`config.mk`:
```
export PLATFORM = sky130hd
export DESIGN_NAME = adc_frame_capture
export DESIGN_NICKNAME = d
export VERILOG_FILES = /design/src/rtl/adc_frame_capture.sv
export SDC_FILE = /design/constraint.sdc
export NUM_CORES = 1
export LEC_CHECK = 0
export BUFFER_PORTS_ARGS = -buffer_cell sky130_fd_sc_hd__buf_2
export CAP_MARGIN = 0
export CORE_MARGIN = 5
export CORE_UTILIZATION = 62
export DETAILED_ROUTE_END_ITERATION = 6
export GPL_TIMING_DRIVEN = 0
export HOLD_SLACK_MARGIN = 0.12
export PLACE_DENSITY = 0.88
export SETUP_SLACK_MARGIN = 0.02
export SLEW_MARGIN = 30
export SYNTH_ARGS = -nofsm -noshare
export SYNTH_HDL_FRONTEND = slang
export SYNTH_SLANG_ARGS = --single-unit
```
`constraint.sdc`:
```
create_clock -name clk -period 2.7 [get_ports clk]
set_input_delay 0 -clock clk [delete_from_list [all_inputs] [get_ports clk]]
set_output_delay 0 -clock clk [all_outputs]
set_load 0.05 [all_outputs]
```
`src/rtl/adc_frame_capture.sv`:
```
// DDR ADC frame grabber: captures PIX_NUM pixels per frame, packs pixel pairs into RAM words, rotates over NUM_BUF frame buffers.
// Optional build macro ADC_FRAME_TEST_PATTERN_EN swaps captured ADC data for a per-frame pixel counter.
module adc_frame_capture #(
  parameter int          LANE_W    = 8,
  parameter int          PIX_NUM   = 512,
  parameter int          ADC_LAT   = 4,
  parameter int          NUM_BUF   = 2,
  parameter logic [31:0] BASE_ADDR = 32'h0
) (
  input  logic                clk,
  input  logic                rst_n,
  input  logic                start_i,
  input  logic                abort_i,
  output logic                adc_clk_o,
  input  logic [LANE_W-1:0]   adc_data_i,
  output logic                adc_oeb_o,
  output logic                busy_o,
  output logic                done_o,
  output logic                overrun_o,
  output logic [7:0]          frame_idx_o,
  output logic                ram_wr_o,
  output logic [31:0]         ram_addr_o,
  output logic [4*LANE_W-1:0] ram_data_o
);

  localparam int          PIX_W       = 2 * LANE_W;
  localparam logic [31:0] FRAME_BYTES = 32'(4 * ((PIX_NUM + 1) / 2));
  localparam logic [15:0] LAT_LAST    = 16'(ADC_LAT - 1);
  localparam logic [15:0] PIX_LAST    = 16'(PIX_NUM - 1);
  localparam logic [7:0]  BUF_LAST    = 8'(NUM_BUF - 1);
  localparam bit          PIX_ODD     = (PIX_NUM % 2) == 1;

  typedef enum logic [1:0] {S_IDLE, S_LAT_WAIT, S_CAPTURE, S_FLUSH} state_t;

  state_t              r_state;
  state_t              w_state_next;
  logic [15:0]         r_cnt;
  logic [LANE_W-1:0]   r_rise;
  logic [LANE_W-1:0]   r_fall;
  logic [PIX_W-1:0]    r_hold;
  logic [PIX_W-1:0]    w_pixel;
  logic [4*LANE_W-1:0] w_word;
  logic [4*LANE_W-1:0] r_data;
  logic [31:0]         r_addr;
  logic [31:0]         r_next_addr;
  logic [31:0]         r_frame_base;
  logic [7:0]          r_frame_idx;
  logic                r_wr;
  logic                r_done;
  logic                r_overrun;
  logic                w_busy;
  logic                w_start_ok;
  logic                w_capture;
  logic                w_issue;
  logic                w_complete;

  assign adc_clk_o = clk;

  // Both halves of one clk period are held until the following rising edge consumes them as one pixel.
  always_ff @(posedge clk) r_rise <= adc_data_i;
  always_ff @(negedge clk) r_fall <= adc_data_i;

`ifdef ADC_FRAME_TEST_PATTERN_EN
  logic [PIX_W-1:0] r_pat;

  always_ff @(posedge clk) begin
    if (!rst_n)
      r_pat <= '0;
    else if (w_start_ok)
      r_pat <= '0;
    else if (r_state == S_CAPTURE)
      r_pat <= r_pat + 1'b1;
  end

  assign w_pixel = r_pat;
`else
  assign w_pixel = {r_rise, r_fall};
`endif

  always_ff @(posedge clk) begin
    if (!rst_n)
      r_state <= S_IDLE;
    else
      r_state <= w_state_next;
  end

  always_comb begin
    w_state_next = r_state;
    if (abort_i) begin
      w_state_next = S_IDLE;
    end else begin
      case (r_state)
        S_IDLE:     if (start_i) w_state_next = S_LAT_WAIT;
        S_LAT_WAIT: if (r_cnt == LAT_LAST) w_state_next = S_CAPTURE;
        S_CAPTURE:  if (r_cnt == PIX_LAST) w_state_next = S_FLUSH;
        S_FLUSH:    w_state_next = S_IDLE;
        default:    w_state_next = S_IDLE;
      endcase
    end
  end

  always_comb begin
    w_busy    = (r_state != S_IDLE);
    adc_oeb_o = ~w_busy;
    busy_o    = w_busy;
  end

  assign w_start_ok = (r_state == S_IDLE) && start_i && !abort_i;
  assign w_capture  = (r_state == S_CAPTURE) && !abort_i;
  // A word is complete on every odd pixel, or on the unpaired last pixel of an odd-length frame.
  assign w_issue    = w_capture && (r_cnt[0] || (PIX_ODD && (r_cnt == PIX_LAST)));
  assign w_word     = r_cnt[0] ? {r_hold, w_pixel} : {w_pixel, {PIX_W{1'b0}}};
  assign w_complete = (r_state == S_FLUSH) && !abort_i;

  always_ff @(posedge clk) begin
    if (!rst_n)
      r_cnt <= '0;
    else if (r_state != w_state_next)
      r_cnt <= '0;
    else if (w_busy)
      r_cnt <= r_cnt + 1'b1;
  end

  always_ff @(posedge clk) begin
    if (!rst_n) begin
      r_wr         <= 1'b0;
      r_done       <= 1'b0;
      r_data       <= '0;
      r_hold       <= '0;
      r_addr       <= BASE_ADDR;
      r_next_addr  <= BASE_ADDR;
      r_frame_base <= BASE_ADDR;
      r_frame_idx  <= '0;
      r_overrun    <= 1'b0;
    end else begin
      r_wr   <= w_issue;
      r_done <= w_complete;
      if (w_start_ok) begin
        r_next_addr <= r_frame_base;
        r_overrun   <= 1'b0;
      end else if (start_i && w_busy) begin
        r_overrun <= 1'b1;
      end
      if (w_capture && !r_cnt[0])
        r_hold <= w_pixel;
      if (w_issue) begin
        r_data      <= w_word;
        r_addr      <= r_next_addr;
        r_next_addr <= r_next_addr + 32'd4;
      end
      if (w_complete) begin
        if (r_frame_idx == BUF_LAST) begin
          r_frame_idx  <= '0;
          r_frame_base <= BASE_ADDR;
        end else begin
          r_frame_idx  <= r_frame_idx + 1'b1;
          r_frame_base <= r_frame_base + FRAME_BYTES;
        end
      end
    end
  end

  assign ram_wr_o    = r_wr;
  assign ram_addr_o  = r_addr;
  assign ram_data_o  = r_data;
  assign done_o      = r_done;
  assign overrun_o   = r_overrun;
  assign frame_idx_o = r_frame_idx;

endmodule

```
# Word-level counts from Yosys, hierarchy flattened
# Cells that the tools add are included.
[totals]
ff_bits = 189
latch_bits = 0
ram_bits = 0
rom_bits = 0
in_bits = 12
out_inout_bits = 78
elab_cells = 50
n_memories = 0
[op_classes]
n_addsub = 4
mul = 0
n_div = 0
order_cmp = 0
n_eq_ne = 7
shifts = 0
muxes = 10
n_bitwise = 2
n_reduce_logical = 14
[ops]
columns = ["cell", "count"]
rows = [
  ["32-bit two-way mux", 4],
  ["32-bit by 11-bit adder with 32-bit output, second input constant", 1],
  ["32-bit by 3-bit adder with 32-bit output, second input constant", 1],
  ["16-bit by 1-bit adder with 16-bit output, second input constant", 1],
  ["16-bit by 2-bit equality test with 1-bit output, second input constant", 1],
  ["16-bit by 9-bit equality test with 1-bit output, second input constant", 1],
  ["8-bit by 1-bit adder with 8-bit output, second input constant", 1],
  ["8-bit by 1-bit equality test with 1-bit output, second input constant", 1],
  ["2-bit two-way mux", 4],
  ["8-bit two-way mux", 1],
  ["2-bit one-hot mux with 4 select lines", 1],
  ["1-bit logical AND", 7],
  ["2-bit equality test, second input constant", 2],
  ["2-bit nonzero test", 2],
  ["2-bit OR reduction", 2],
  ["2-bit by 1-bit equality test with 1-bit output, second input constant", 1],
  ["1-bit logical NOT", 2],
  ["2-bit logical NOT", 1],
  ["2-bit != test", 1],
  ["1-bit NOT", 2],
]

# Logic depth before layout (Yosys ltp)
[logic_depth]
word_depth = 6
mapped_depth = 9
ltp_nobuf = 6

==> run_results.csv <==
group,metric,value,unit
outcome,outcome,"finished clean",
timing,finalMaxSlewViolations,0,
timing,whs,0.280,ns
critical_path,cp-start-kind,"flip-flop",
worst_hold_path,hold_path.class,"primary input to flip-flop",
critical_path,arrival,2.72,ns
grt,antenna_found_initial,0,
place,dp.cells,1083,
grt,overflow,0,
synth,synth-main-ff-cell,"dfxtp_1",
timing,period_share,82.7,%
critical_path,max_stage_delay,0.52,ns
synth,ys_seq_area_share,49.9,%
critical_path,path_delay_family,"buffers and inverters",
pwr,leakagePower,3.26,nW
finish,drive_gt1_share,16.1,%
clock_network,path_clk_slew,0.08,ns
floorplanning,pin_count,90,
timing,rsz0062_at_grt,"no",
route,avgViaCountPerCell,5.96,
timing,setup_viol,0,
run,cap_violations,0,
timing,worstMarginPinSlew,0.840,ns
worst_hold_path,hold_depth,4,
timing,post-route-min-period,2.23,ns
timing,hold_viol_final,0,
synth,synth_cell_types,58,
critical_path,required,3.18,ns
synth,yosysWarnings,0,
floorplanning,dieArea,13700,sq um
clock_network,clk_latency,0.61,ns
grt,grt_max_degree,18,
route,postRouteAntennaNets,0,
critical_path,slowest_stage,"dfxtp_1",
critical_path,cp_cell_sequence,"and4bb_2 > clkbuf_1 > clkbuf_1 > nand2_1 > a21oi_1",
critical_path,path_buf_inv,2,
critical_path,critPathKind,"flip-flop to flip-flop",
route,drc_errors,0,
grt,track_usage,29.7,%
finish,seq_area,3540,sq um
finish,multiInputGateArea,3290,sq um
route,first_iter_violations,798,
synth,ys_async_sr_fraction,0,%
synth,syn_inst,852,
pwr,power_density,646,nW/um^2
critical_path,endpoint_kind,"flip-flop",
floorplanning,initial_utilization,62.7,%
synth,synth.avg_cell_area,8.33,sq um
pwr,ir_drop,0.000561,V
finish,syn_to_final_growth,21.1,%
floorplanning,dieHeight,117,um
critical_path,reg2reg_depth,5,
timing,fin_tns_setup,0,ns
floorplanning,rows,39,
synth,syn-num-nets,870,
grt,grt_pass1_vias,6470,
timing,fmax,448,MHz
route,vias,6818,
timing,fin_skew,0.0701,ns
finish,n_fill_cell,787,
grt,grt_pass1_wl,31700,um
finish,antennaDiodeCount,0,
clock_network,cts_tree,"built",
timing,max_slew_margin,43.8,%
route,totalWireLength,19800,um
finish,fin_nets,1006,
synth,synth-edff-count,0,
clock_network,cts_setup_buffers,0,
place,place_congestion,0.966,
finish,layout.cells.non_filler,1144,
route,wl_per_cell,17.3,um
critical_path,cp_max_fo,10,
synth,yosys_register_bits,177,
place,io_buffers,88,
critical_path,crit_top_cell,"clkbuf_1",
place,dpl.hpwl,12300,um
route,dr.pass1.iters,7,
critical_path,cp.depth,5,
floorplanning,core,11300,sq um
floorplanning,die_w,117,um
synth,syn_area,7100,sq um
## cell usage in the layout (no fill, tap or decap), types with 3 or more instances in the layout
cell and count:
clkbuf_1 29, or4_1 6, and3_1 10, a31oi_1 9, nand2_1 210, o21ai_0 7
dlygate4sd3_1 19, and4_1 8, a22oi_1 4, nor2_1 71, mux2_2 5, inv_1 14
xnor2_1 16, o21bai_1 3, buf_2 104, o311ai_0 4, inv_8 5, dfxtp_1 177
nor3_1 11, clkbuf_16 20, nor4_1 5, a21oi_1 98, xor2_1 29, or3_1 6
ha_1 6, nand2b_1 3, clkinv_4 3, nand3_1 32, nand4_1 29, o211ai_1 5
buf_4 5
## logic make-up (layout without fill, tap and decap cells)
logic type	count (synthesis)	after routing	share of synthesized area, %
muxes	7	7	1.08
buffers and inverters	61	210	3.79
xor gates and xnor gates	45	45	5.55
adders and majority gates	6	6	1.06
DFF	177	177	49.9
AOI/OAI and AO/OA	144	144	11.6
and+or+nand+nor	412	412	27.0
## state kept, by name, summed over array words and instances (netlist names)
name          count
ram_data_o       32
r_next_addr      31
ram_addr_o       31
r_frame_base     22
r_cnt            16
r_hold           16
frame_idx_o       8
r_fall            8
r_rise            8
r_state           2
done_o            1
overrun_o         1
ram_wr_o          1
## cells in the mapped netlist (all sizes together), types with 3 or more instances
master  instances  area, sq um
a21oi          98          490
a22oi           4         30.0
a31oi           9         56.3
and2            3         18.8
and3           10         62.6
and4            8         70.1
buf            22          121
clkbuf         30          114
dfxtp         177         3540
ha              6         75.1
inv             9         33.8
mux2            5         56.3
nand2         210          788
nand2b          3         18.8
nand3          32          160
nand4          29          181
nor2           71          267
nor3           13         70.1
nor4            8         77.6
o211ai          5         37.5
o21ai           7         35.0
o21bai          3         22.5
o311ai          4         35.0
or3             6         37.5
or4             6         45.0
xnor2          16          140
xor2           29          254
## path summary, 6_finish.rpt
kind | from | slack [ns] | to
worst max-delay path | r_cnt[0]$_SDFFE_PP0N_ | 0.47 | ram_data_o[11]$_SDFFE_PN0P_
worst min register to register | r_hold[2]$_SDFFE_PN0P_ | 0.45 | ram_data_o[18]$_SDFFE_PN0P_
worst max register to register | r_cnt[0]$_SDFFE_PP0N_ | 0.47 | ram_data_o[11]$_SDFFE_PN0P_
worst min-delay path | start_i | 0.28 | overrun_o$_SDFFE_PP0P_
## report_power, final
group	internal, mW	leakage, nW	switching (mW)
sequential	2.62	1.43	0.0122
combinational	0.0457	1.45	0.0955
clock	1.48	0.378	1.29
## layout make-up
cell class	count	area share (%)
Sequential cell	177	41.2
Multi-Input combinational cell	614	38.3
Timing Repair Buffer	106	7.28
Buffer	52	2.74
Clock buffer	22	6.04
Tap cell	143	2.08
Clock inverter	22	1.98
Inverter	8	0.349
## repair_timing
action,4_1_cts,5_1_grt
hold buffers,19,0
hold endpoints to repair,27,0
gates resized for setup,0,0
## through the flow
stage          utilization [%]  power [mW]  setup slack, ns  cell area, sq um
5_1_grt                   75.9        5.70            0.355              8590
4_1_cts                   75.9        5.53            0.560              8590
6_report                  75.9        5.55            0.466              8590
3_5_place_dp              68.2        2.92            0.617              7720
3_3_place_gp              68.2        2.92            0.666              7720
2_1_floorplan                -        2.87            0.726              7100
## worst reg2reg max path: cells and delay by family, from the launching register on
family	cells	cell delay [ns]
buf+inv	2	0.96
simple gates	2	0.53
flops	1	0.52
compound gates	1	0.16
## metal layers
metal	wire length, um	GRT usage, %
met3	1780	7.51
met1	7990	36.5
met2	9310	48.1
met5	0	0
met4	736	15.8
Note: power is estimated with default switching activity, not from simulation.
